$ cat config.mk
export PLATFORM = sky130hd
export DESIGN_NAME = layer_collector
export DESIGN_NICKNAME = d
export VERILOG_FILES = /design/src/rtl/layer_collector.sv
export SDC_FILE = /design/constraint.sdc
export NUM_CORES = 1
export LEC_CHECK = 0
export CAP_MARGIN = 20
export CORE_MARGIN = 2
export CORE_UTILIZATION = 40
export CTS_BUF_LIST = sky130_fd_sc_hd__clkbuf_2 sky130_fd_sc_hd__clkbuf_4 sky130_fd_sc_hd__clkbuf_8
export DETAILED_ROUTE_END_ITERATION = 10
export DONT_BUFFER_PORTS = 1
export HOLD_SLACK_MARGIN = 0.03
export SYNTH_ARGS = -nofsm -noshare
export SYNTH_HDL_FRONTEND = slang
export SYNTH_SLANG_ARGS = --single-unit
$ cat constraint.sdc
create_clock -name clk -period 9.1 [get_ports clk]
set_clock_uncertainty 0.1 [all_clocks]
set_input_delay 0.91 -clock clk [delete_from_list [all_inputs] [get_ports clk]]
set_output_delay 0.91 -clock clk [all_outputs]
set_load 0.02 [all_outputs]
$ cat src/rtl/layer_collector.sv
// ---------------------------------------------------------------------------
// layer_collector
//
// Collects the per-neuron completion pulses and results of one neuron layer.
// Each result is buffered the first time its lane reports in. Once every
// lane has reported, the complete vector is handed to the next layer with a
// one-cycle start pulse, as soon as that layer reports it is ready.
//
// Parameters
//   N          neurons in the producing layer / input lanes of the consumer
//   W          width of one neuron result
//
// Ports
//   clk        rising-edge clock
//   rst        asynchronous, active-high reset
//   end_in     per-lane completion pulses; bit i qualifies lane i of out_in
//   out_in     packed producer results, lane i at [i*W +: W]
//   next_ready consumer layer idle; a fire only happens while this is high
//   layer_out  registered packed vector for the consumer, changes on fires
//   start_out  one-cycle start pulse to the consumer
//   busy       a round is partly collected or a full vector is waiting
//   dup_err    sticky: a lane reported twice within one round
//   ovr_err    sticky: a lane reported while a full vector was waiting
//   fire_cnt   number of fires since reset, wraps at 16 bits
// ---------------------------------------------------------------------------
module layer_collector #(
    parameter int N = 9,
    parameter int W = 9
) (
    input  logic           clk,
    input  logic           rst,
    input  logic [N-1:0]   end_in,
    input  logic [N*W-1:0] out_in,
    input  logic           next_ready,
    output logic [N*W-1:0] layer_out,
    output logic           start_out,
    output logic           busy,
    output logic           dup_err,
    output logic           ovr_err,
    output logic [15:0]    fire_cnt
);

    typedef enum logic {
        COLLECT,
        HOLD
    } state_t;

    localparam logic [N-1:0] ALL_LANES = '1;

    state_t         state;
    state_t         state_next;
    logic [N-1:0]   mask;
    logic [N-1:0]   mask_next;
    logic [N-1:0]   accept;
    logic [N*W-1:0] shadow;
    logic [N*W-1:0] shadow_next;
    logic           fire;
    logic           dup_hit;
    logic           ovr_hit;

    // Next-state and round bookkeeping. In COLLECT only lanes that have not
    // yet reported are accepted; repeats are flagged and their data dropped.
    // On a fire edge the round restarts with an empty mask, so any lanes
    // reporting on that same edge already belong to the new round. While a
    // full vector waits without a fire, arrivals are dropped and flagged.
    always_comb begin
        state_next  = state;
        mask_next   = mask;
        shadow_next = shadow;
        accept      = '0;
        fire        = 1'b0;
        dup_hit     = 1'b0;
        ovr_hit     = 1'b0;

        case (state)
            COLLECT: begin
                accept    = end_in & ~mask;
                dup_hit   = |(end_in & mask);
                mask_next = mask | accept;
            end
            HOLD: begin
                if (next_ready) begin
                    fire      = 1'b1;
                    accept    = end_in;
                    mask_next = end_in;
                end else begin
                    ovr_hit = |end_in;
                end
            end
            default: ;
        endcase

        for (int i = 0; i < N; i++) begin
            if (accept[i]) begin
                shadow_next[i*W +: W] = out_in[i*W +: W];
            end
        end

        // A round that completes (including one completed entirely on the
        // fire edge) goes straight to HOLD; a waiting vector stays in HOLD.
        if (state == COLLECT || fire) begin
            state_next = (mask_next == ALL_LANES) ? HOLD : COLLECT;
        end
    end

    // State register.
    always_ff @(posedge clk or posedge rst) begin
        if (rst) begin
            state <= COLLECT;
        end else begin
            state <= state_next;
        end
    end

    // Collection buffer and registered outputs. layer_out captures the shadow
    // as it stood before this edge, so new-round data written on a fire edge
    // never leaks into the vector being handed over.
    always_ff @(posedge clk or posedge rst) begin
        if (rst) begin
            mask      <= '0;
            shadow    <= '0;
            layer_out <= '0;
            start_out <= 1'b0;
            busy      <= 1'b0;
            dup_err   <= 1'b0;
            ovr_err   <= 1'b0;
            fire_cnt  <= '0;
        end else begin
            mask      <= mask_next;
            shadow    <= shadow_next;
            start_out <= fire;
            busy      <= (|mask_next) || (state_next == HOLD);
            if (fire) begin
                layer_out <= shadow;
                fire_cnt  <= fire_cnt + 16'd1;
            end
            if (dup_hit) begin
                dup_err <= 1'b1;
            end
            if (ovr_hit) begin
                ovr_err <= 1'b1;
            end
        end
    end

endmodule

==> out/qor.csv, run 1 <==
metric,value,unit
GR Util met3,6.32,%
cts bufs inserted,17,
syn avg cell area,11.4,um^2
top-count cell post-synth,nand2_1,
DIE HEIGHT,140,um
initial antenna violation count,1,
drt total wl,16000,um
final hold violations,0,
final net count,748,
clock latency on the worst-skew pair,440,ps
total leakage power,3.87,nW
overall track demand over capacity in global routing,16.4,%
DIE WIDTH,140,um
drt wl/cell,17.9,um
CP max-delay cell,dfrtp_1,
vias,4584,
Peak VDD IR,0.147,mV
Post-CTS Setup Inserts,0,
Row Count,49,
status,completed,
Post-synth top cells,"nand2_1 (254), dfrtp_1 (192), mux2_2 (81)",
DRC errors left,0,
Final Max Tran Viols,0,
CP bufs+invs,2,
"Seq/Total Area, Yosys",64.5,%
htree depth,4,
Synth async-reset ratio,100,%
Post-synth EDFFs,0,
"Setup violations, final",0,
First-pass DRT Iterations,4,
setup tns final,0,ps
global routing usage on met1,19.8,%
pwr dens,358,nW/um^2
share of cells above drive strength 1,18.3,%
Hold Path Class,in -> async,
post-synth top area share,64.5,%
post-CTS resize count,0,
Setup CP Type,reg -> reg,
startpoint types,register,
period utilization,37.2,%
max cap viols,0,
hold buffers post-CTS,0,
Max clock buf depth,2,
vias in the first global route,4745,
Syn Inst Count,655,
arrival time worst endpoint,3620,ps
Yosys warning total,0,
M2 GR Usage,26.5,%
Initial Utilization,41.1,%
Rel. slew slack,35.9,%
CP Max Fanout,87,
GRT overflow,0,
antenna diode count,0,
Via density,5.13,
first-pass GRT wire length,25400,um
Final Cell Area,8050,um^2
Synth Register Bits,192,
Root Buffer,clkbuf_8,
full die area,19700,um^2
GRT Max-Usage Layer,met2,
Final GP Congestion,0.804,
largest net degree at the start of global routing,117,
DP Wirelength,10900,um
core area,18100,um^2
main flop type after synthesis,dfrtp_1,
TritonCTS clock tree,built,
Final Power,2.88,mW
clock slew at reported path FFs,90,ps
number of distinct library cells after synthesis,31,
Worst Path Required,9330,ps
post-route ant nets,0,
Period minus WS final,3380,ps
CP peak stage delay,810,ps
cell taking the most area after synthesis,dfrtp_1,
ranking of synthesized cells by area,"dfrtp_1 (64%), nand2_1 (13%), mux2_2 (12%)",
Fin Hold WS,317,ps
f_max,295,MHz
placed inst area,7680,um^2
Crit path max-delay family,buffers and inverters,
Area Growth Syn to Fin,8.10,%
Tightest Pin Transition,962,ps
Synth Net Count,749,
Port Buffers,0,
crit path cell chain,nand2_4 > inv_2 > buf_4 > o21ai_2 > mux2_2,
DR iter-0 viols,143,
Ports,194,
synthesized area,7450,um^2
RSZ-0062 raised after global routing,no,
Sink Count,192,
Worst Setup End Kind,register,
## state kept, by name (all words and copies together), names as in the netlist
signal	cells
busy	1
dup_err	1
fire_cnt	16
layer_out	81
mask	9
ovr_err	1
shadow	81
start_out	1
state	1
## layout by cell type (no fill, tap or decap), drive strengths merged
master,netlist,routed
nand2b,9,9
nor3,6,6
o21bai,1,1
clkinv,0,8
xnor2,10,10
a31oi,1,1
mux2,81,81
ha,1,1
nand4,8,8
nor4,5,5
nor2,14,14
nand2,254,254
mux2i,9,9
and4,1,1
a22oi,2,2
or2,1,1
and3,1,1
a221oi,1,1
a21oi,10,10
o21ai,2,2
nand3,12,12
inv,5,5
xor2,5,5
bufinv,0,1
buf,9,2
or4b,1,1
clkbuf,13,21
dfrtp,192,192
a222oi,1,1
## path summary, 6_finish.rpt
kind                                         from  slack, ps  cells after the start                   endpoint
setup / recovery                  state$_DFF_PP0_       5720                      5     shadow[69]$_DFFE_PP0P_
hold / removal                                rst        320                      1     shadow[46]$_DFFE_PP0P_
setup reg to reg                  state$_DFF_PP0_       5720                      5     shadow[69]$_DFFE_PP0P_
hold reg to reg            shadow[74]$_DFFE_PP0P_        370                      2  layer_out[74]$_DFFE_PP0P_
max in group asynchronous                     rst       7030                      2     shadow[64]$_DFFE_PP0P_
min in group clk           shadow[74]$_DFFE_PP0P_        370                      2  layer_out[74]$_DFFE_PP0P_
## metrics by stage
stage | setup WS [ps] | utilization [%] | instances
2_1_floorplan | 2860 | - | 655
3_3_place_gp | 5770 | 42.3 | 864
3_5_place_dp | 5680 | 42.3 | 864
4_1_cts | 5680 | 44.4 | 894
5_1_grt | 5400 | 44.4 | 894
6_report | 5720 | 44.4 | 894
## cell type report
| type | count | area [um^2] |
|---|---|---|
| flip-flops and latches | 192 | 4800 |
| repair buffers | 2 | 15.0 |
| inverters | 5 | 26.3 |
| clock buffers | 21 | 289 |
| clock inverters | 9 | 85.1 |
| multi-input cells | 436 | 2550 |
| fillers | 1665 | 10100 |
| well taps | 229 | 287 |
## layer usage
metal,vias up,part of all wire [%]
met5,-,0.069
met4,2,2.3
met3,29,7.4
met2,141,49
met1,2282,41
li1,2130,-
## cell families (layout without fill, tap and decap cells)
kind of cell | count (synthesis) | count (layout) | synth area share (%)
XOR/XNOR | 15 | 15 | 1.76
adder cells (fa/ha/maj) | 1 | 1 | 0.168
buffers and inverters | 27 | 37 | 1.43
multiplexers | 90 | 90 | 13.5
AO/OA/AOI/OAI | 18 | 18 | 1.49
flip-flops | 192 | 192 | 64.5
AND/OR/NAND/NOR | 312 | 312 | 17.2
## report_power, final
group | total, mW | leakage (nW) | internal, mW | switching, mW
combinational | 0.630 | 1.35 | 0.313 | 0.317
sequential | 1.72 | 2.33 | 1.23 | 0.488
clock | 0.532 | 0.197 | 0.243 | 0.289
total | 2.88 | 3.87 | 1.79 | 1.09
Note: power is estimated with default switching activity, not from simulation.
==> run 2, diff against run 1 <==
- clock period: 9.1 -> 2.8 ns (I/O delays scaled with it)
==> run 2 against run 1 <==
Effect of this change: first-iteration DRC count rose by 100%; sequential cell count unchanged; power increased to 3.4 times the previous value; via count up 10%; die area stayed put; largest power group unchanged; highest routed layer is now met4.
==> out/qor.csv, run 2 (synthesized netlist as in run 1, its figures left out) <==
metric,value,unit
status,completed,
Root Buffer,clkbuf_8,
RSZ-0062 raised after global routing,no,
DIE WIDTH,140,um
Period minus WS final,2260,ps
initial antenna violation count,0,
antenna diode count,0,
cts bufs inserted,17,
DR iter-0 viols,288,
startpoint types,input pin,
total leakage power,4.30,nW
clock power share,19.3,%
Finished Layout Cells,998,
full die area,19700,um^2
sequential share of power,57.3,%
Logic pwr share,23.4,%
"most common cell after layout, fill and taps aside",nand2_1,
most frequent cells in the layout,"nand2_1 (253), dfrtp_1 (192), dlygate4sd3_1 (98), mux2_2 (81), clkbuf_8 (19)",
DP Wirelength,10900,um
post-CTS resize count,0,
hold buffers post-CTS,98,
Worst Path Required,3040,ps
area occupied by multi-input gates,2550,um^2
Peak VDD IR,0.561,mV
TritonCTS clock tree,built,
Final GP Congestion,0.825,
max cap viols,0,
WHS Endpoint,ovr_err$_DFFE_PP0P_,
Internal Power,6.03,mW
Hold Path Class,in -> reg,
critical hold path startpoint,end_in[6],
Worst Setup End Kind,register,
Sink Count,192,
DRC errors left,0,
vias,5043,
Area Growth Syn to Fin,22.6,%
FF+latch area,4800,um^2
pwr dens,1070,nW/um^2
Max clock buf depth,2,
Row Count,49,
First-pass DRT Iterations,5,
Post-CTS Setup Inserts,0,
clock slew at reported path FFs,90,ps
Ports,194,
worst reg2reg path depth,5,
arrival time worst endpoint,2500,ps
post-route ant nets,0,
Rel. slew slack,37.5,%
worst reg-to-reg setup slack,700,ps
Tightest Pin Transition,937,ps
switching fraction of total power,38.1,%
# placed instances,868,
GRT overflow,0,
CP Max Fanout,7,
share of cells above drive strength 1,16.6,%
first-pass GRT wire length,28300,um
f_max,442,MHz
drt total wl,17400,um
reg2reg end,busy$_DFF_PP0_,
overall track demand over capacity in global routing,18.3,%
Final Max Tran Viols,0,
Regs by FF count,"layer_out x81, shadow x81, fire_cnt x16",
Hold Path Stages,3,
vias in the first global route,5363,
switching pwr,3.70,mW
DIE HEIGHT,140,um
period utilization,80.7,%
final net count,850,
Initial Utilization,41.1,%
Port Buffers,0,
largest net degree at the start of global routing,113,
Via density,5.05,
"Setup violations, final",0,
drt wl/cell,17.4,um
core area,18100,um^2
Setup CP Type,in -> reg,
filler cell count,1605,
Crit Reg-Reg Startpoint,state$_DFF_PP0_,
final hold violations,0,
htree depth,4,
Fin Hold WS,71.7,ps
clock latency on the worst-skew pair,450,ps
[run 2: changes by cell type in the layout (fill, tap and decap cells not counted), sizes merged]
cell	delta
buf	+4
clkinv	-7
dlygate4sd3	+98
inv	+4
clkinvlp	+5
bufinv	+1
clkbuf	-1
[run 2: area by class of cell]
class                   instances  area share, %
clock buffers                  20           2.95
flip-flops and latches        192           52.6
clock inverters                12           1.64
well taps                     229           3.14
multi-input cells             436           27.9
repair buffers                104           11.5
inverters                       5          0.247
[run 2: worst max-delay path, stage by stage]
cell	delay [ps]
dlygate4sd3_1	870
mux2i_1	240
a21oi_1	130
nor4_1	300
nand3_1	100
dlygate4sd3_1	570
[run 2: through the flow]
step	setup WS (ps)	utilization [%]	area [um^2]	setup TNS (ps)	total power, mW
finish	539	50.3	9130	0	9.73
global placement	759	42.6	7730	0	7.60
global route	456	50.3	9130	0	10.4
CTS	594	50.3	9130	0	9.82
detailed placement	748	42.6	7730	0	7.76
floorplan	-56.4	-	7450	-10840	7.10
[run 2: worst max-delay path by stage]
stage / start / slack, ps / endpoint / depth (start not counted)
4_1_cts: next_ready / 590 / busy$_DFF_PP0_ / 6
3_3_place_gp: state$_DFF_PP0_ / 760 / shadow[14]$_DFFE_PP0P_ / 3
2_1_floorplan: rst / -60 / busy$_DFF_PP0_ / 1
3_5_place_dp: state$_DFF_PP0_ / 750 / shadow[11]$_DFFE_PP0P_ / 3
5_1_grt: next_ready / 460 / busy$_DFF_PP0_ / 6
6_report: next_ready / 540 / busy$_DFF_PP0_ / 6
[run 2: power by group through the flow]
stage / Clock [mW] / Combinational (mW) / Sequential, mW
global route: 2.06 / 2.57 / 5.73
finish: 1.88 / 2.27 / 5.58
CTS: 1.95 / 2.29 / 5.57
detailed placement: 0 / 2.15 / 5.62
floorplan: 0 / 1.77 / 5.33
global placement: 0 / 2.03 / 5.57
[run 2: routing by layer]
layer  global-route usage, %  vias up  share of wire, %
li1                        -     2349                 -
met1                    22.8     2515                43
met2                    29.7      168                48
met4                    4.74        0               1.1
met3                    7.38       11               8.3
met5                       0        -                 0
